$ cat config.mk
export PLATFORM = sky130hd
export DESIGN_NAME = line_clear_controller
export DESIGN_NICKNAME = d
export VERILOG_FILES = /design/src/rtl/line_clear_controller.sv
export SDC_FILE = /design/constraint.sdc
export NUM_CORES = 1
export LEC_CHECK = 0
export ABC_AREA = 1
export CAP_MARGIN = 20
export CORE_MARGIN = 4
export CORE_UTILIZATION = 55
export CTS_CLUSTER_DIAMETER = 50
export DETAILED_ROUTE_END_ITERATION = 16
export DONT_BUFFER_PORTS = 1
export PLACE_DENSITY_LB_ADDON = 0.08
export SETUP_SLACK_MARGIN = 0.02
export SLEW_MARGIN = 20
export SYNTH_ARGS = -nofsm -noshare
export SYNTH_HDL_FRONTEND = slang
export SYNTH_SLANG_ARGS = --single-unit
export TNS_END_PERCENT = 100
$ cat constraint.sdc
create_clock -name Clock -period 1.4 [get_ports Clock]
set_input_delay 0.21 -clock Clock [delete_from_list [all_inputs] [get_ports Clock]]
set_output_delay 0.21 -clock Clock [all_outputs]
set_load 0.03 [all_outputs]
$ cat src/rtl/line_clear_controller.sv
// line_clear_controller
//
// Owns one port of the playfield row RAM while a line-clear scan runs.
// After start, rows are read from the bottom (ROWS-1) to the top (0).
// Full rows (all ones) are dropped, and surviving rows are copied down
// to close the gaps. The vacated top rows are then zero-filled, and the
// number of removed rows is reported.
//
// Ports:
//   Clock          system clock; every state update happens on its rising edge
//   reset          synchronous, active-high; aborts any scan in progress
//   start          begin a scan; only looked at while idle
//   busy           high in every state except idle
//   done           one-cycle pulse at the end of a scan
//   lines_cleared  rows removed by the last scan; held until the next start
//   ram_address    RAM port address
//   ram_rden       RAM read enable
//   ram_wren       RAM write enable (never high together with ram_rden)
//   ram_data       RAM write data
//   ram_q          RAM read data, READ_LATENCY cycles after the address

module line_clear_controller #(
    parameter int ROWS         = 24,
    parameter int WIDTH        = 12,
    parameter int ADDR_W       = 5,
    parameter int READ_LATENCY = 2,
    parameter int CNT_W        = 5
) (
    input  logic              Clock,
    input  logic              reset,
    input  logic              start,
    output logic              busy,
    output logic              done,
    output logic [CNT_W-1:0]  lines_cleared,
    output logic [ADDR_W-1:0] ram_address,
    output logic              ram_rden,
    output logic              ram_wren,
    output logic [WIDTH-1:0]  ram_data,
    input  logic [WIDTH-1:0]  ram_q
);

    localparam logic [2:0] S_IDLE  = 3'd0;
    localparam logic [2:0] S_READ  = 3'd1;
    localparam logic [2:0] S_EVAL  = 3'd2;
    localparam logic [2:0] S_WRITE = 3'd3;
    localparam logic [2:0] S_FILL  = 3'd4;
    localparam logic [2:0] S_DONE  = 3'd5;

    localparam int                LAT_W    = (READ_LATENCY > 1) ? $clog2(READ_LATENCY) : 1;
    localparam logic [LAT_W-1:0]  LAT_LAST = LAT_W'(READ_LATENCY - 1);
    localparam logic [ADDR_W-1:0] BOTTOM   = ADDR_W'(ROWS - 1);

    logic [2:0]        state,         state_nx;
    logic [ADDR_W-1:0] rd_ptr,        rd_nx;
    logic [ADDR_W-1:0] wr_ptr,        wr_nx;
    logic [WIDTH-1:0]  row_buf,       buf_nx;
    logic [LAT_W-1:0]  lat_cnt,       lat_nx;
    logic [CNT_W-1:0]  cnt,           cnt_nx;
    logic              src_exhausted, exh_nx;
    logic [CNT_W-1:0]  lines_nx;

    logic row_full;
    logic last_row;

    assign row_full = &row_buf;
    assign last_row = (rd_ptr == '0);

    // Next-state and datapath update
    always_comb begin
        state_nx = state;
        rd_nx    = rd_ptr;
        wr_nx    = wr_ptr;
        buf_nx   = row_buf;
        lat_nx   = lat_cnt;
        cnt_nx   = cnt;
        exh_nx   = src_exhausted;
        lines_nx = lines_cleared;

        case (state)
            S_IDLE: begin
                if (start) begin
                    rd_nx    = BOTTOM;
                    wr_nx    = BOTTOM;
                    cnt_nx   = '0;
                    lines_nx = '0;
                    lat_nx   = '0;
                    exh_nx   = 1'b0;
                    state_nx = S_READ;
                end
            end

            S_READ: begin
                if (lat_cnt == LAT_LAST) begin
                    buf_nx   = ram_q;
                    lat_nx   = '0;
                    state_nx = S_EVAL;
                end else begin
                    lat_nx = lat_cnt + 1'b1;
                end
            end

            S_EVAL: begin
                // The pointers are never stepped below row 0. Reaching the top
                // is tracked by last_row/src_exhausted, not by address wrap.
                if (row_full) begin
                    cnt_nx = cnt + 1'b1;
                    if (!last_row) rd_nx = rd_ptr - 1'b1;
                end else if (rd_ptr == wr_ptr) begin
                    if (!last_row) begin
                        rd_nx = rd_ptr - 1'b1;
                        wr_nx = wr_ptr - 1'b1;
                    end
                end

                if (last_row) exh_nx = 1'b1;

                if (!row_full && (rd_ptr != wr_ptr)) begin
                    state_nx = S_WRITE;
                end else if (last_row) begin
                    // A full row here means cnt_nx is nonzero, so a fill is needed.
                    state_nx = (row_full || (cnt != '0)) ? S_FILL : S_DONE;
                end else begin
                    state_nx = S_READ;
                end

                if (state_nx == S_DONE) lines_nx = cnt_nx;
            end

            S_WRITE: begin
                // After the last source row, wr_ptr lands on cnt-1, which is
                // the first row to zero-fill.
                wr_nx = wr_ptr - 1'b1;
                if (!src_exhausted) rd_nx = rd_ptr - 1'b1;
                state_nx = src_exhausted ? S_FILL : S_READ;
            end

            S_FILL: begin
                if (wr_ptr == '0) begin
                    lines_nx = cnt;
                    state_nx = S_DONE;
                end else begin
                    wr_nx = wr_ptr - 1'b1;
                end
            end

            S_DONE: begin
                state_nx = S_IDLE;
            end

            default: begin
                state_nx = S_IDLE;
            end
        endcase
    end

    // State registers
    always_ff @(posedge Clock) begin
        if (reset) begin
            state         <= S_IDLE;
            rd_ptr        <= '0;
            wr_ptr        <= '0;
            row_buf       <= '0;
            lat_cnt       <= '0;
            cnt           <= '0;
            src_exhausted <= 1'b0;
            lines_cleared <= '0;
        end else begin
            state         <= state_nx;
            rd_ptr        <= rd_nx;
            wr_ptr        <= wr_nx;
            row_buf       <= buf_nx;
            lat_cnt       <= lat_nx;
            cnt           <= cnt_nx;
            src_exhausted <= exh_nx;
            lines_cleared <= lines_nx;
        end
    end

    // RAM port and status decode. Address and data are zero when the port is
    // not in use, so they read as zero during and straight after reset.
    always_comb begin
        busy        = (state != S_IDLE);
        done        = (state == S_DONE);
        ram_rden    = 1'b0;
        ram_wren    = 1'b0;
        ram_address = '0;
        ram_data    = '0;

        case (state)
            S_READ: begin
                ram_address = rd_ptr;
                ram_rden    = 1'b1;
            end
            S_WRITE: begin
                ram_address = wr_ptr;
                ram_data    = row_buf;
                ram_wren    = 1'b1;
            end
            S_FILL: begin
                ram_address = wr_ptr;
                ram_wren    = 1'b1;
            end
            default: begin
            end
        endcase
    end

endmodule

==> flow_summary.yaml, run 1 <==
run_status:
  stop_stage: "5_1_grt"
  status: "stopped before the end"
  stop_error: "[ERROR DPL-0038] Utilization greater than 100%, impossible to legalize"
floorplanning:
  die_h_um: 71.0
  die_x_um: 71.0
  start_util_pct: 58.3
  fp-row-count: 22
  ios: 41
logic_synthesis:
  syn_avg_cell_area_um2: 6.40
  ys_seq_area_share_pct: 33.9
  synth_cell_type_count: 30
  synthCells: 341
  syn_area_um2: 2180
  synth_nets: 362
  ys_ff_latch: 37
  yosysWarnings: 0
place:
  dp.cells: 450
  placed_cell_area_um2: 2840
  portBuffers: 0
  gp_congestion: 0.881
  hpwl_mm: 4.36
clock_network:
  cts_buffers: 5
  cts_root_buffer: "clkbuf_8"
  clk_path_buf_depth: 2
  cts_num_sinks: 37
  cts_htree_levels: 2
sta:
  worst_endpoint: "ram_address[1]"
  worstEndpointType: "top-level output"
global_routing:
  grt_max_degree: 25
[metrics by stage]
| step | utilization (%) | setup slack (ns) |
|---|---|---|
| 4_1_cts | 85.4 | -0.248 |
| 3_5_place_dp | 75.9 | -0.156 |
| 2_1_floorplan | - | -0.0748 |
| 3_3_place_gp | 75.9 | -0.119 |
[logic make-up after synthesis]
family	Yosys count	synth area share, %
AND/OR/NAND/NOR	169	33.5
AO/OA/AOI/OAI	66	16.6
buffers and inverters	58	10.6
flip-flops	37	33.9
adder cells (fa/ha/maj)	6	3.44
XOR/XNOR	5	2.01
[cells in the mapped netlist (all sizes together)]
cell | number | area (um2)
a211oi | 2 | 27.5
a21oi | 38 | 190
a31oi | 1 | 6.26
buf | 3 | 15.0
clkbuf | 5 | 28.8
dfxtp | 37 | 741
ha | 6 | 75.1
inv | 50 | 188
nand2 | 89 | 352
nand3 | 23 | 120
nand3b | 3 | 22.5
nand4 | 3 | 18.8
nor2 | 46 | 178
nor3 | 2 | 21.3
o21a | 1 | 7.51
o21ai | 19 | 98.8
o22ai | 5 | 31.3
or2 | 3 | 18.8
xnor2 | 2 | 17.5
xor2 | 3 | 26.3
[repair_timing]
action	in CTS
hold buffers	1
setup buffers	9
endpoints found under the hold margin	15
resized for setup	68
pin swaps	21
cloned	1
endpoints found under the setup margin	49
==> run 2: changes to the inputs <==
--- a/config.mk
+++ b/config.mk
@@ -8,12 +8,10 @@
 export ABC_AREA = 1
 export CAP_MARGIN = 20
 export CORE_MARGIN = 4
-export CORE_UTILIZATION = 55
-export CTS_CLUSTER_DIAMETER = 50
+export CORE_UTILIZATION = 40
 export DETAILED_ROUTE_END_ITERATION = 16
 export DONT_BUFFER_PORTS = 1
-export PLACE_DENSITY_LB_ADDON = 0.08
-export SETUP_SLACK_MARGIN = 0.02
+export PLACE_DENSITY_LB_ADDON = 0.15
 export SLEW_MARGIN = 20
 export SYNTH_ARGS = -nofsm -noshare
 export SYNTH_HDL_FRONTEND = slang
==> constraint.sdc (replaced) <==
create_clock -name Clock -period 1.82 [get_ports Clock]
set_input_delay 0.273 -clock Clock [delete_from_list [all_inputs] [get_ports Clock]]
set_output_delay 0.273 -clock Clock [all_outputs]
set_load 0.03 [all_outputs]
==> run 2 against run 1 <==
  * The flow now finishes without violations
  * Area after synthesis did not move
  * Synthesized cell count did not move
==> flow_summary.yaml, run 2 <==
setup_path:
  crit_start: "state[0]"
  critPathMaxFanout: 8
  worstSetupEndpointType: "output pin"
  crit_top_cell: "buf_4"
  crit_chain: "inv_2, nor2_2, nand2_1, buf_4, o22ai_1, buf_4"
  worstPathRequired_ns: 1.55
  slowest_stage: "dfxtp_4"
  startpoint_type: "register"
  reg2reg_from: "wr_ptr[0]"
  slowest_delay_ns: 0.38
  cp.arrival_ns: 1.45
  worst-setup-path-type: "reg2out"
logic_synthesis:
  synthTopCellsByArea: "dfxtp_1, nand2_1, a21oi_1, nor2_1, inv_1"
  ys_ff_latch: 37
  synth_top_area_cell: "dfxtp_1"
  synth_fa_ha_area_share_pct: 3.44
  async_flop_share_pct: 0
  yosysWarnings: 0
  ys_seq_area_share_pct: 33.9
  synth_nets: 362
  syn_area_um2: 2180
  synth_mux_area_share_pct: 0
  synth_top_family_by_area: "simple AND/OR/NAND/NOR gates"
  synth_edf_count: 0
  synth_compound_area_share_pct: 16.6
  synthCells: 341
  synth_top_area_share_pct: 33.9
  syn_avg_cell_area_um2: 6.40
  synthXorXnorAreaFrac_pct: 2.01
  synth_common_cells: "nand2_1, nor2_1, inv_1, a21oi_1, dfxtp_1"
  synth_cell_type_count: 30
  synth_ff_type: "dfxtp_1"
  synth_most_common_cell: "nand2_1"
  synthSimpleGateAreaFrac_pct: 33.5
route:
  antenna_left: 0
  wl_mm: 5.62
  vias: 2166
  first_iter_violations: 97
  dr.pass1.iters: 4
  drc: 0
  wl_per_cell_um: 12.8
  routed_via_density: 4.92
sta:
  fin_crit_ns: 1.72
  worst_slew_pin_slew_ns: 0.667
  max_freq_mhz: 581
  setup_ws_ns: 0.0998
  rsz0062_at_grt: "yes"
  max_slew_margin_pct: 55.5
  setup_violations: 0
  hold_slack_ns: 0.0261
  fin_setup_tns_ns: 0
  fin_crit_sh_pct: 94.5
  hold_viol_final: 0
  slew_violations: 0
  fin_skew_ns: 0.00958
global_routing:
  antenna_found_initial: 0
  grt_pass1_wl_mm: 8.78
  grt_max_degree: 25
  grt_pass1_vias: 1930
  grt_overflow_total: 0
  grtUsageTotal_pct: 17.1
final_layout:
  layout_common_cells: "nand2_1, inv_1, nor2_1, a21oi_1, dfxtp_1"
  fin_util_pct: 49.2
  largest_reg_flops: 12
  largest_register: "row_buf"
  nets: 390
  layout_commonest_cell: "nand2_1"
  area_growth_syn_to_layout_pct: 17.4
  drive_above_1_share_pct: 18.4
  n_antenna_cell: 0
place:
  pre_cts_slack_ns: 0.0426
  gp_congestion: 0.837
  portBuffers: 0
  hpwl_mm: 4.09
clock_network:
  path_clk_slew_ns: 0.08
  cts_tree: "yes"
  clock_latency_ns: 0.30
  cts_root_buffer: "clkbuf_8"
  clk_path_buf_depth: 2
  cts_hold_buf: 0
  cts_htree_levels: 2
  cts_num_sinks: 37
  cts_buffers: 5
worst_hold_path:
  worstHoldPathType: "in2reg"
  worstHoldStart: "reset"
power:
  p_clk_share_pct: 15.4
  power_density_nw_per_um2: 1480
  p_comb_share_pct: 49.8
  p_int_w: 0.00197
  swShare_pct: 48.0
  leakage_nw: 1.12
  sequentialPowerShare_pct: 34.8
  p_switching_w: 0.00182
  vdd_drop_max_mv: 0.652
floorplanning:
  die_x_um: 81.9
  die_h_um: 81.9
  fp.coreArea_um2: 5200
  die_area_um2: 6700
  ios: 41
  fp-row-count: 26
  start_util_pct: 41.9
run:
  drv_cap: 0
run_status:
  status: "complete, no violations"
[run 2: worst paths after layout]
path,end,cells past startpoint,slack [ns]
worst min register to register,wr_ptr[0],1,0.46
worst max register to register,lines_cleared[4],11,0.12
worst max-delay path,ram_address[0],6,0.1
worst min-delay path,rd_ptr[1],1,0.03
[run 2: power groups by stage]
stage / Clock, W / Combinational (W) / Sequential (W)
after detailed placement: 0 / 0.00181 / 0.00133
final: 0.000583 / 0.00189 / 0.00132
after global routing: 0.000640 / 0.00213 / 0.00136
after global placement: 0 / 0.00180 / 0.00132
after CTS: 0.000602 / 0.00182 / 0.00131
after floorplan: 0 / 0.00139 / 0.00129
[run 2: kinds of logic (layout without fill, tap and decap cells)]
| kind of cell | after synthesis | after routing |
|---|---|---|
| AND/OR/NAND/NOR | 169 | 169 |
| AO/OA/AOI/OAI | 66 | 66 |
| buffers and inverters | 58 | 87 |
| flip-flops | 37 | 37 |
| adder cells (fa/ha/maj) | 6 | 6 |
| XOR/XNOR | 5 | 5 |
[run 2: routing by layer]
metal  wire (um)  GRT usage (%)
met2        2520           27.0
met3         358           4.61
met4          57           5.48
met1        2690           22.7
met5           0              0
[run 2: final cells by class]
class                   count  area (um2)
inverters                  50         188
multi-input cells         246        1230
fillers                   576        2640
clock inverters             3        17.5
flip-flops and latches     37         748
well taps                  70        87.6
clock buffers               5        68.8
repair buffers             29         221
[run 2: worst max-delay path: cells and delay by family, from the launching register on]
family                 cells  cell delay [ns]
flip-flops                 1             0.38
AO/OA/AOI/OAI              1             0.17
buffers and inverters      3             0.42
AND/OR/NAND/NOR            2             0.19
[run 2: what timing repair did]
item                                    4_1_cts  5_1_grt
buffers inserted                              0        3
gates resized for setup                       4       10
endpoints found under the hold margin         0        0
pin swaps                                     0        3
endpoints found under the setup margin        6       14
gates cloned                                  0        0
[run 2: through the flow]
stage          power (W)  cell area (um2)  cells
3_3_place_gp     0.00312             2420    429
5_1_grt          0.00413             2560    440
3_5_place_dp     0.00314             2420    429
2_1_floorplan    0.00268             2180    341
6_report         0.00379             2560    440
4_1_cts          0.00374             2520    437
(Power assumes the default switching activity.)
